## src/rtl/clk_div_monitor.sv

```systemverilog
// Checker for a divided clock in the clk domain: edge ticks, period and high-time
// measurement, lock tracking, stall timeout and a sticky error flag.
module clk_div_monitor #(
  parameter int PERIOD   = 4,
  parameter int TOL      = 0,
  parameter int LOCK_CNT = 4,
  parameter int CW       = $clog2(2*PERIOD+2)
) (
  input  logic          clk,
  input  logic          rst_n,
  input  logic          clk_div_in,
  input  logic          err_clr,
  output logic          rise_tick,
  output logic          fall_tick,
  output logic [CW-1:0] period,
  output logic [CW-1:0] high_time,
  output logic          meas_valid,
  output logic          locked,
  output logic          timeout,
  output logic          err
);

  localparam int          LW      = $clog2(LOCK_CNT+1);
  localparam logic [CW-1:0] SAT_C  = CW'(2*PERIOD);
  localparam logic [CW-1:0] SAT_M1 = CW'(2*PERIOD-1);
  localparam logic [LW-1:0] LOCK_C = LW'(LOCK_CNT);
  localparam int unsigned LO_LIM  = (PERIOD > TOL) ? PERIOD - TOL : 0;
  localparam int unsigned HI_LIM  = PERIOD + TOL;

  logic          s0_q, s1_q;
  logic [CW-1:0] per_cnt_q, per_cnt_d;
  logic [CW-1:0] hi_cnt_q, hi_cnt_d;
  logic [LW-1:0] match_q, match_d;
  logic          first_q, first_d;
  logic          rise_tick_q, fall_tick_q;
  logic [CW-1:0] period_q, period_d;
  logic [CW-1:0] high_time_q, high_time_d;
  logic          meas_valid_q, meas_valid_d;
  logic          locked_q, locked_d;
  logic          timeout_q, timeout_d;
  logic          err_q, err_d;

  logic          rise, fall;
  logic          err_set;
  logic          in_tol;
  logic [CW-1:0] period_new;
  logic [31:0]   period_new32;

  assign rise         = s0_q & ~s1_q;
  assign fall         = ~s0_q & s1_q;
  assign period_new   = per_cnt_q + CW'(1);
  assign period_new32 = 32'(period_new);
  assign in_tol       = (period_new32 >= LO_LIM) && (period_new32 <= HI_LIM);

  // NOTE: every signal written here gets a default first, so no path can infer a latch.
  always_comb begin
    per_cnt_d    = (per_cnt_q == SAT_C) ? per_cnt_q : per_cnt_q + CW'(1);
    hi_cnt_d     = (hi_cnt_q == SAT_C) ? hi_cnt_q : hi_cnt_q + CW'(1);
    match_d      = match_q;
    first_d      = first_q;
    period_d     = period_q;
    high_time_d  = high_time_q;
    meas_valid_d = 1'b0;
    locked_d     = locked_q;
    timeout_d    = 1'b0;
    err_set      = 1'b0;

    if (rise) begin
      per_cnt_d = '0;
      hi_cnt_d  = '0;
      if (first_q) begin
        first_d = 1'b0;
      end else begin
        period_d     = period_new;
        meas_valid_d = 1'b1;
        if (in_tol) begin
          if (match_q != LOCK_C) match_d = match_q + LW'(1);
          locked_d = (match_d == LOCK_C);
        end else begin
          match_d  = '0;
          locked_d = 1'b0;
          err_set  = locked_q;
        end
      end
    end else if (per_cnt_q == SAT_M1) begin
      // Counter saturates after this edge and stays there until the next rise,
      // so this branch fires once per stall.
      timeout_d = 1'b1;
      match_d   = '0;
      locked_d  = 1'b0;
      first_d   = 1'b1;
      err_set   = locked_q;
    end

    if (fall && !first_q) high_time_d = hi_cnt_q + CW'(1);

    err_d = err_set | (err_q & ~err_clr);
  end

  // NOTE: sequential state uses non-blocking assignments so all registers update together.
  always_ff @(posedge clk or negedge rst_n) begin
    if (!rst_n) begin
      s0_q         <= 1'b0;
      s1_q         <= 1'b0;
      per_cnt_q    <= '0;
      hi_cnt_q     <= '0;
      match_q      <= '0;
      first_q      <= 1'b1;
      rise_tick_q  <= 1'b0;
      fall_tick_q  <= 1'b0;
      period_q     <= '0;
      high_time_q  <= '0;
      meas_valid_q <= 1'b0;
      locked_q     <= 1'b0;
      timeout_q    <= 1'b0;
      err_q        <= 1'b0;
    end else begin
      s0_q         <= clk_div_in;
      s1_q         <= s0_q;
      per_cnt_q    <= per_cnt_d;
      hi_cnt_q     <= hi_cnt_d;
      match_q      <= match_d;
      first_q      <= first_d;
      rise_tick_q  <= rise;
      fall_tick_q  <= fall;
      period_q     <= period_d;
      high_time_q  <= high_time_d;
      meas_valid_q <= meas_valid_d;
      locked_q     <= locked_d;
      timeout_q    <= timeout_d;
      err_q        <= err_d;
    end
  end

  assign rise_tick  = rise_tick_q;
  assign fall_tick  = fall_tick_q;
  assign period     = period_q;
  assign high_time  = high_time_q;
  assign meas_valid = meas_valid_q;
  assign locked     = locked_q;
  assign timeout    = timeout_q;
  assign err        = err_q;

endmodule

```

## config.mk

```make
export PLATFORM = sky130hd
export DESIGN_NAME = clk_div_monitor
export DESIGN_NICKNAME = d
export VERILOG_FILES = /design/src/rtl/clk_div_monitor.sv
export SDC_FILE = /design/constraint.sdc
export NUM_CORES = 1
export LEC_CHECK = 0
export CAP_MARGIN = 0
export CORE_ASPECT_RATIO = 1.75
export CORE_UTILIZATION = 55
export CTS_BUF_LIST = sky130_fd_sc_hd__clkbuf_4 sky130_fd_sc_hd__clkbuf_8
export DETAILED_ROUTE_END_ITERATION = 6
export GPL_ROUTABILITY_DRIVEN = 0
export PLACE_DENSITY = 0.8
export SKIP_CTS_REPAIR_TIMING = 1
export SYNTH_ARGS = -nofsm -noshare
export SYNTH_HDL_FRONTEND = slang
export SYNTH_SLANG_ARGS = --single-unit
```

## constraint.sdc

```tcl
create_clock -name clk -period 2.4 [get_ports clk]
set_clock_uncertainty 0.15 [all_clocks]
set_input_delay 0.36 -clock clk [delete_from_list [all_inputs] [get_ports clk]]
set_output_delay 0.36 -clock clk [all_outputs]
set_load 0.03 [all_outputs]
```

==> run_summary.xml, run 1 <==
<?xml version="1.0" encoding="UTF-8"?>
<metrics>
  <group name="synthesis">
    <metric name="warnings_from_yosys" unit="">0</metric>
    <metric name="ys.flop_type" unit="">dfrtp_1</metric>
    <metric name="ys_types" unit="">35</metric>
    <metric name="synth.largest_area_cell" unit="">dfrtp_1</metric>
    <metric name="synth-edff-count" unit="">0</metric>
    <metric name="top_cells_by_area_in_the_synthesized_netlist" unit="">dfrtp_1, ha_1, nor2_1, nand2b_1, inv_1</metric>
    <metric name="synthesized_net_count" unit="">127</metric>
    <metric name="syn_avg_cell_area" unit="µm²">11.3</metric>
    <metric name="mappedNetlistArea" unit="µm²">1310</metric>
    <metric name="synth.ff_latch_count" unit="">28</metric>
    <metric name="synth-async-reset-ratio" unit="%">100</metric>
    <metric name="post-synth-top-area-fraction" unit="%">51.8</metric>
    <metric name="netlist_instances" unit="">116</metric>
    <metric name="yosysSeqAreaShare" unit="%">53.8</metric>
  </group>
  <group name="layout">
    <metric name="stdcell_count" unit="">161</metric>
    <metric name="layout_overhead_on_the_synthesized_area" unit="%">20.6</metric>
    <metric name="regArea" unit="µm²">702</metric>
    <metric name="layout.cells.most_common_list" unit="">dfrtp_1, clkdlybuf4s50_1, nor2_1</metric>
    <metric name="drive_above_1_share" unit="%">13.2</metric>
    <metric name="multi_input_comb_area" unit="µm²">551</metric>
    <metric name="n_antenna_cell" unit="">0</metric>
    <metric name="fillCellCount" unit="">180</metric>
    <metric name="most_common_cell_after_layout_fill_and_taps_aside" unit="">dfrtp_1</metric>
    <metric name="design.final.nets" unit="">148</metric>
  </group>
  <group name="power">
    <metric name="peakVddDrop" unit="µV">767</metric>
    <metric name="finalPower" unit="mW">1.88</metric>
    <metric name="pwr_density_cell" unit="nW/µm²">1190</metric>
    <metric name="leakagePower" unit="nW">0.721</metric>
  </group>
  <group name="worst_setup_path">
    <metric name="r2r_start" unit="">per_cnt_q[0]$_DFFE_PN0P_</metric>
    <metric name="slowest_delay" unit="ns">0.48</metric>
    <metric name="cp_slowest_cell" unit="">dfrtp_1</metric>
    <metric name="cp-startpoint" unit="">per_cnt_q[0]$_DFFE_PN0P_</metric>
    <metric name="critPathRequiredTime" unit="ns">2.47</metric>
    <metric name="timing.critical_path.fanout_max" unit="">8</metric>
    <metric name="worstSetupPathType" unit="">reg2reg</metric>
    <metric name="reg2reg_depth" unit="">5</metric>
    <metric name="worst_setup_sp_type" unit="">register</metric>
    <metric name="r2r_slack" unit="ns">0.49</metric>
    <metric name="setup.worst_path.end" unit="">match_q[0]$_DFFE_PN0P_</metric>
    <metric name="critical_path.reg2reg.endpoint" unit="">match_q[0]$_DFFE_PN0P_</metric>
    <metric name="critical_path.endpoint_type" unit="">register</metric>
    <metric name="worstPathCellList" unit="">ha_1 &gt; and3b_1 &gt; a31oi_4 &gt; nor3b_1 &gt; mux2_4</metric>
    <metric name="critPathArrivalTime" unit="ns">1.98</metric>
  </group>
  <group name="sta">
    <metric name="finalHoldViolations" unit="">0</metric>
    <metric name="hold-worst-slack" unit="ns">0.277</metric>
    <metric name="max_clock_freq" unit="MHz">524</metric>
    <metric name="timing.final.crit_share" unit="%">79.5</metric>
    <metric name="postLayoutSetupSlackWorst" unit="ns">0.492</metric>
    <metric name="rsz0062_at_grt" unit="">no</metric>
    <metric name="final.setup.tns" unit="ns">0</metric>
    <metric name="timing.max_slew.rel_slack" unit="%">69.6</metric>
    <metric name="final_period_minus_worst_setup_slack" unit="ns">1.91</metric>
    <metric name="setup_violations" unit="">0</metric>
    <metric name="max_slew.worst_pin.slew" unit="ns">0.455</metric>
    <metric name="final-max-slew-violation-count" unit="">0</metric>
  </group>
  <group name="grt">
    <metric name="largest_net_degree_at_the_start_of_global_routing" unit="">29</metric>
    <metric name="antenna_found_initial" unit="">0</metric>
    <metric name="global_route.overflow_total" unit="">0</metric>
    <metric name="grt_pass1_wl" unit="mm">3.71</metric>
    <metric name="grt_pass1_vias" unit="">903</metric>
    <metric name="overall_global_routing_resource_usage" unit="%">20.7</metric>
  </group>
  <group name="route">
    <metric name="avgViaCountPerCell" unit="">5.67</metric>
    <metric name="route.final.wire_length" unit="mm">2.37</metric>
    <metric name="drt.antenna.violating_nets" unit="">0</metric>
    <metric name="detail_route.wl_per_cell" unit="µm">14.7</metric>
    <metric name="drt_first_pass_iters" unit="">4</metric>
    <metric name="drc_errors" unit="">0</metric>
    <metric name="violation_count_after_the_first_detailed_route_iteration" unit="">19</metric>
    <metric name="vias" unit="">913</metric>
  </group>
  <group name="clock_tree">
    <metric name="numClockSinks" unit="">28</metric>
    <metric name="clkLatencyLatePin" unit="ns">0.27</metric>
    <metric name="tritoncts.num_buffers" unit="">3</metric>
    <metric name="clock_transition_at_the_register_clock_pins_on_the_worst_setup_and_hold_paths_after_cts" unit="ns">0.10</metric>
    <metric name="worst_case_clock_buffer_depth" unit="">2</metric>
    <metric name="cts_tree" unit="">done</metric>
    <metric name="cts_root_buffer" unit="">clkbuf_8</metric>
    <metric name="cts-htree-levels" unit="">1</metric>
  </group>
  <group name="run">
    <metric name="max_cap_viol_count" unit="">0</metric>
  </group>
  <group name="hold_path">
    <metric name="hold_path_class" unit="">reg2reg</metric>
  </group>
  <group name="die">
    <metric name="die_h" unit="µm">66.4</metric>
    <metric name="core_area" unit="µm²">2270</metric>
    <metric name="die_area" unit="µm²">2580</metric>
    <metric name="fp-row-count" unit="">23</metric>
    <metric name="die_w" unit="µm">38.8</metric>
    <metric name="top_level_ports" unit="">18</metric>
    <metric name="start_util" unit="%">57.4</metric>
  </group>
  <group name="status">
    <metric name="status" unit="">finished, final reports clean</metric>
  </group>
  <group name="placement">
    <metric name="portBuffers" unit="">17</metric>
    <metric name="pre_cts_slack" unit="ns">0.493</metric>
    <metric name="placedCellCount" unit="">157</metric>
    <metric name="dp_hpwl" unit="mm">1.80</metric>
  </group>
</metrics>
==> cell usage after synthesis, types with 2 or more instances <==
cell type,number
inv_1,8
nand3b_1,4
nand2b_1,6
mux2_2,2
mux2i_1,2
nand2_1,8
xor2_1,2
dfrtp_1,27
o21ai_0,4
nand3_1,3
a22o_1,2
clkbuf_1,2
a31oi_1,2
nor2b_1,2
a21oi_1,4
xnor2_1,2
or2_2,2
nor2_1,11
ha_1,7
==> logic make-up (layout without fill, tap and decap cells) <==
logic type | after synthesis | count (layout) | share of synthesized area, %
DFF | 28 | 28 | 53.8
adders and majority gates | 7 | 7 | 6.71
xor gates and xnor gates | 4 | 4 | 2.69
muxes | 5 | 5 | 4.41
buffers and inverters | 12 | 32 | 4.03
and+or+nand+nor | 42 | 42 | 17.8
AOI/OAI and AO/OA | 18 | 18 | 10.5
==> where the power goes <==
part / switching, mW / internal, mW / total [mW]
registers: 0.142 / 0.627 / 0.769
logic: 0.403 / 0.338 / 0.741
clock network: 0.143 / 0.223 / 0.366
==> stage by stage <==
step	util (%)	area [µm²]
2_1_floorplan	-	1310
3_3_place_gp	66.1	1500
3_5_place_dp	66.1	1500
4_1_cts	69.2	1570
5_1_grt	69.2	1570
6_report	69.2	1570
==> critical path: cells and delay by family, from the launching register on <==
family	cells	cell delay, ns
AND/OR/NAND/NOR	2	0.59
flip-flops	1	0.48
adder cells (fa/ha/maj)	1	0.29
multiplexers	1	0.21
AO/OA/AOI/OAI	1	0.12
==> worst min-delay path by stage <==
stage / end / cells after the start / slack [ns] / from
global placement: s1_q$_DFF_PN0_ / 0 / 0.24 / s0_q$_DFF_PN0_
detailed placement: s1_q$_DFF_PN0_ / 0 / 0.26 / s0_q$_DFF_PN0_
floorplan: err$_DFF_PN0_ / 0 / -0.09 / rst_n
CTS: s1_q$_DFF_PN0_ / 0 / 0.28 / s0_q$_DFF_PN0_
global route: s1_q$_DFF_PN0_ / 0 / 0.31 / s0_q$_DFF_PN0_
finish: s1_q$_DFF_PN0_ / 0 / 0.28 / s0_q$_DFF_PN0_
==> sequential cells by signal (all words and copies together), names as in the netlist, 3 cells and up <==
signal,flops
match_q,3
period,4
per_cnt_q,4
hi_cnt_q,4
high_time,4
==> per-layer routing <==
| layer | vias to the layer above | GRT usage (%) | wire length, µm |
|---|---|---|---|
| met2 | 20 | 38.1 | 1380 |
| met4 | 0 | 12.9 | 78 |
| met5 | - | 0 | 0 |
| met1 | 460 | 20.0 | 859 |
| li1 | 425 | - | - |
| met3 | 8 | 2.02 | 52 |
==> area by class of cell <==
class	count	share of cell area, %
inverters	9	2.15
repair buffers	19	11.8
flip-flops and latches	28	44.6
well taps	25	1.99
multi-input cells	76	35.0
clock inverters	1	1.91
clock buffers	3	2.62
(Power assumes the default switching activity.)
==> inputs of run 2 (changes only) <==
==> constraint.sdc (replaced) <==
create_clock -name clk -period 1.88 [get_ports clk]
set_clock_uncertainty 0.15 [all_clocks]
set_input_delay 0.282 -clock clk [delete_from_list [all_inputs] [get_ports clk]]
set_output_delay 0.282 -clock clk [all_outputs]
set_load 0.03 [all_outputs]
==> run 2 against run 1 <==
Clock power is 27% higher; largest cell class unchanged; largest power group is now combinational logic; flip-flop and latch count stayed put; utilization rose by 0.99 points; critical path type unchanged; global-route usage is 0.32 points lower; final cell count up 1.2%.
==> run_summary.xml, run 2 (synthesized netlist as in run 1, its figures left out) <==
<?xml version="1.0" encoding="UTF-8"?>
<metrics>
  <group name="route">
    <metric name="route.met3.wl" unit="µm">35</metric>
    <metric name="route.top_layer_used" unit="">met4</metric>
    <metric name="avgViaCountPerCell" unit="">5.48</metric>
    <metric name="violation_count_after_the_first_detailed_route_iteration" unit="">14</metric>
    <metric name="detail_route.wl_per_cell" unit="µm">14.3</metric>
    <metric name="drc_errors" unit="">0</metric>
    <metric name="drt.antenna.violating_nets" unit="">0</metric>
    <metric name="route.final.wire_length" unit="mm">2.33</metric>
    <metric name="vias" unit="">894</metric>
    <metric name="drt_first_pass_iters" unit="">4</metric>
    <metric name="detail_route.wirelength.met1" unit="µm">845</metric>
    <metric name="met2_wirelength" unit="mm">1.40</metric>
  </group>
  <group name="power">
    <metric name="leakagePower" unit="nW">0.730</metric>
    <metric name="finalPower" unit="mW">2.43</metric>
    <metric name="pwr_density_cell" unit="nW/µm²">1520</metric>
    <metric name="p_switching" unit="µW">883</metric>
    <metric name="power.sequential.fraction" unit="%">40.3</metric>
    <metric name="combinationalPowerShare" unit="%">40.5</metric>
    <metric name="clockPowerShare" unit="%">19.2</metric>
    <metric name="cellInternalPower" unit="mW">1.55</metric>
    <metric name="peakVddDrop" unit="µV">963</metric>
    <metric name="power.share.switching" unit="%">36.4</metric>
  </group>
  <group name="grt">
    <metric name="global_route.overflow_total" unit="">0</metric>
    <metric name="grt_pass1_wl" unit="mm">3.68</metric>
    <metric name="grt_pass1_vias" unit="">878</metric>
    <metric name="largest_net_degree_at_the_start_of_global_routing" unit="">29</metric>
    <metric name="antenna_found_initial" unit="">0</metric>
    <metric name="overall_global_routing_resource_usage" unit="%">20.3</metric>
  </group>
  <group name="sta">
    <metric name="max_slew.worst_pin.slew" unit="ns">0.481</metric>
    <metric name="final.setup.tns" unit="ns">0</metric>
    <metric name="final-max-slew-violation-count" unit="">0</metric>
    <metric name="postLayoutSetupSlackWorst" unit="ns">0.0652</metric>
    <metric name="timing.max_slew.rel_slack" unit="%">67.9</metric>
    <metric name="timing.final.crit_share" unit="%">96.5</metric>
    <metric name="rsz0062_at_grt" unit="">no</metric>
    <metric name="setup_violations" unit="">0</metric>
    <metric name="max_clock_freq" unit="MHz">551</metric>
    <metric name="final_period_minus_worst_setup_slack" unit="ns">1.81</metric>
    <metric name="finalHoldViolations" unit="">0</metric>
  </group>
  <group name="die">
    <metric name="top_level_ports" unit="">18</metric>
    <metric name="fp-row-count" unit="">23</metric>
    <metric name="die_w" unit="µm">38.8</metric>
    <metric name="start_util" unit="%">57.4</metric>
    <metric name="die_h" unit="µm">66.4</metric>
    <metric name="die_area" unit="µm²">2580</metric>
    <metric name="core_area" unit="µm²">2270</metric>
  </group>
  <group name="layout">
    <metric name="layout_overhead_on_the_synthesized_area" unit="%">22.3</metric>
    <metric name="drive_above_1_share" unit="%">16.7</metric>
    <metric name="design.final.nets" unit="">150</metric>
    <metric name="most_common_cell_after_layout_fill_and_taps_aside" unit="">dfrtp_1</metric>
    <metric name="fillCellCount" unit="">183</metric>
    <metric name="n_antenna_cell" unit="">0</metric>
    <metric name="finish.utilization" unit="%">70.2</metric>
    <metric name="post-route-cell-area" unit="µm²">1600</metric>
    <metric name="layout.cells.most_common_list" unit="">dfrtp_1, clkdlybuf4s50_1, nor2_1</metric>
  </group>
  <group name="worst_setup_path">
    <metric name="critPathRequiredTime" unit="ns">1.90</metric>
    <metric name="critPathArrivalTime" unit="ns">1.83</metric>
    <metric name="critical_path.endpoint_type" unit="">register</metric>
    <metric name="timing.critical_path.fanout_max" unit="">6</metric>
    <metric name="worstSetupPathType" unit="">reg2reg</metric>
    <metric name="worst_setup_sp_type" unit="">register</metric>
  </group>
  <group name="placement">
    <metric name="pre_cts_slack" unit="ns">0.0110</metric>
    <metric name="dpl_cell_area" unit="µm²">1500</metric>
    <metric name="dp_hpwl" unit="mm">1.78</metric>
    <metric name="portBuffers" unit="">17</metric>
  </group>
  <group name="clock_tree">
    <metric name="cts-htree-levels" unit="">1</metric>
    <metric name="numClockSinks" unit="">28</metric>
    <metric name="cts_root_buffer" unit="">clkbuf_8</metric>
    <metric name="clkLatencyLatePin" unit="ns">0.27</metric>
    <metric name="tritoncts.num_buffers" unit="">3</metric>
    <metric name="clock_transition_at_the_register_clock_pins_on_the_worst_setup_and_hold_paths_after_cts" unit="ns">0.09</metric>
    <metric name="worst_case_clock_buffer_depth" unit="">2</metric>
    <metric name="cts_tree" unit="">done</metric>
  </group>
  <group name="run">
    <metric name="max_cap_viol_count" unit="">0</metric>
  </group>
  <group name="status">
    <metric name="status" unit="">finished, final reports clean</metric>
  </group>
  <group name="hold_path">
    <metric name="hold_path_class" unit="">in2async</metric>
  </group>
</metrics>
[run 2: worst max-delay path, stage by stage (launching register included)]
cell and delay (ns):
dfrtp_2 0.46, ha_1 0.26, and4bb_1 0.25, a31oi_4 0.21, o31ai_2 0.11, mux2_4 0.27
[run 2: routing by layer]
| layer | vias to the layer above | GRT usage (%) |
|---|---|---|
| met5 | - | 0 |
| met4 | 0 | 7.76 |
| met3 | 6 | 3.03 |
| met2 | 12 | 38.8 |
| met1 | 448 | 20.3 |
| li1 | 428 | - |
[run 2: path summary, 6_finish.rpt]
kind / from / end / slack, ns / cells past startpoint
setup / recovery: per_cnt_q[0]$_DFFE_PN0P_ / match_q[0]$_DFFE_PN0P_ / 0.07 / 5
hold reg to reg: s0_q$_DFF_PN0_ / s1_q$_DFF_PN0_ / 0.27 / 0
min in group clk: s0_q$_DFF_PN0_ / s1_q$_DFF_PN0_ / 0.27 / 0
setup reg to reg: per_cnt_q[0]$_DFFE_PN0P_ / match_q[0]$_DFFE_PN0P_ / 0.07 / 5
hold / removal: rst_n / meas_valid$_DFF_PN0_ / 0.24 / 2
max in group asynchronous: rst_n / first_q$_DFFE_PN1P_ / 1.04 / 2
[run 2: metrics by stage]
stage	hold WS [ns]	cells
after floorplan	-0.164	116
after global placement	0.242	157
after detailed placement	0.252	157
after CTS	0.245	161
after global routing	0.267	163
final	0.236	163
[run 2: cell type report]
type	count	area, µm²	area share [%]
repair buffers	21	200	12.5
multi-input cells	76	556	34.8
inverters	9	33.8	2.12
clock buffers	3	41.3	2.59
flip-flops and latches	28	704	44.1
well taps	25	31.3	1.96
clock inverters	1	30.0	1.88
[run 2: power groups by stage]
stage / clock [mW] / sequential (mW) / combinational, mW
2_1_floorplan: 0 / 1.14 / 0.462
3_3_place_gp: 0 / 0.974 / 0.917
3_5_place_dp: 0 / 0.994 / 0.948
4_1_cts: 0.472 / 0.980 / 0.956
5_1_grt: 0.492 / 1.01 / 1.08
6_report: 0.465 / 0.979 / 0.984
==> inputs of run 3 (changes only) <==
--- a/config.mk
+++ b/config.mk
@@ -5,7 +5,7 @@
 export SDC_FILE = /design/constraint.sdc
 export NUM_CORES = 1
 export LEC_CHECK = 0
-export CAP_MARGIN = 0
+export CAP_MARGIN = 20
 export CORE_ASPECT_RATIO = 1.75
 export CORE_UTILIZATION = 55
 export CTS_BUF_LIST = sky130_fd_sc_hd__clkbuf_4 sky130_fd_sc_hd__clkbuf_8
==> results of run 3 <==
The final DEF is identical to that of run 2; final timing and power are the same.
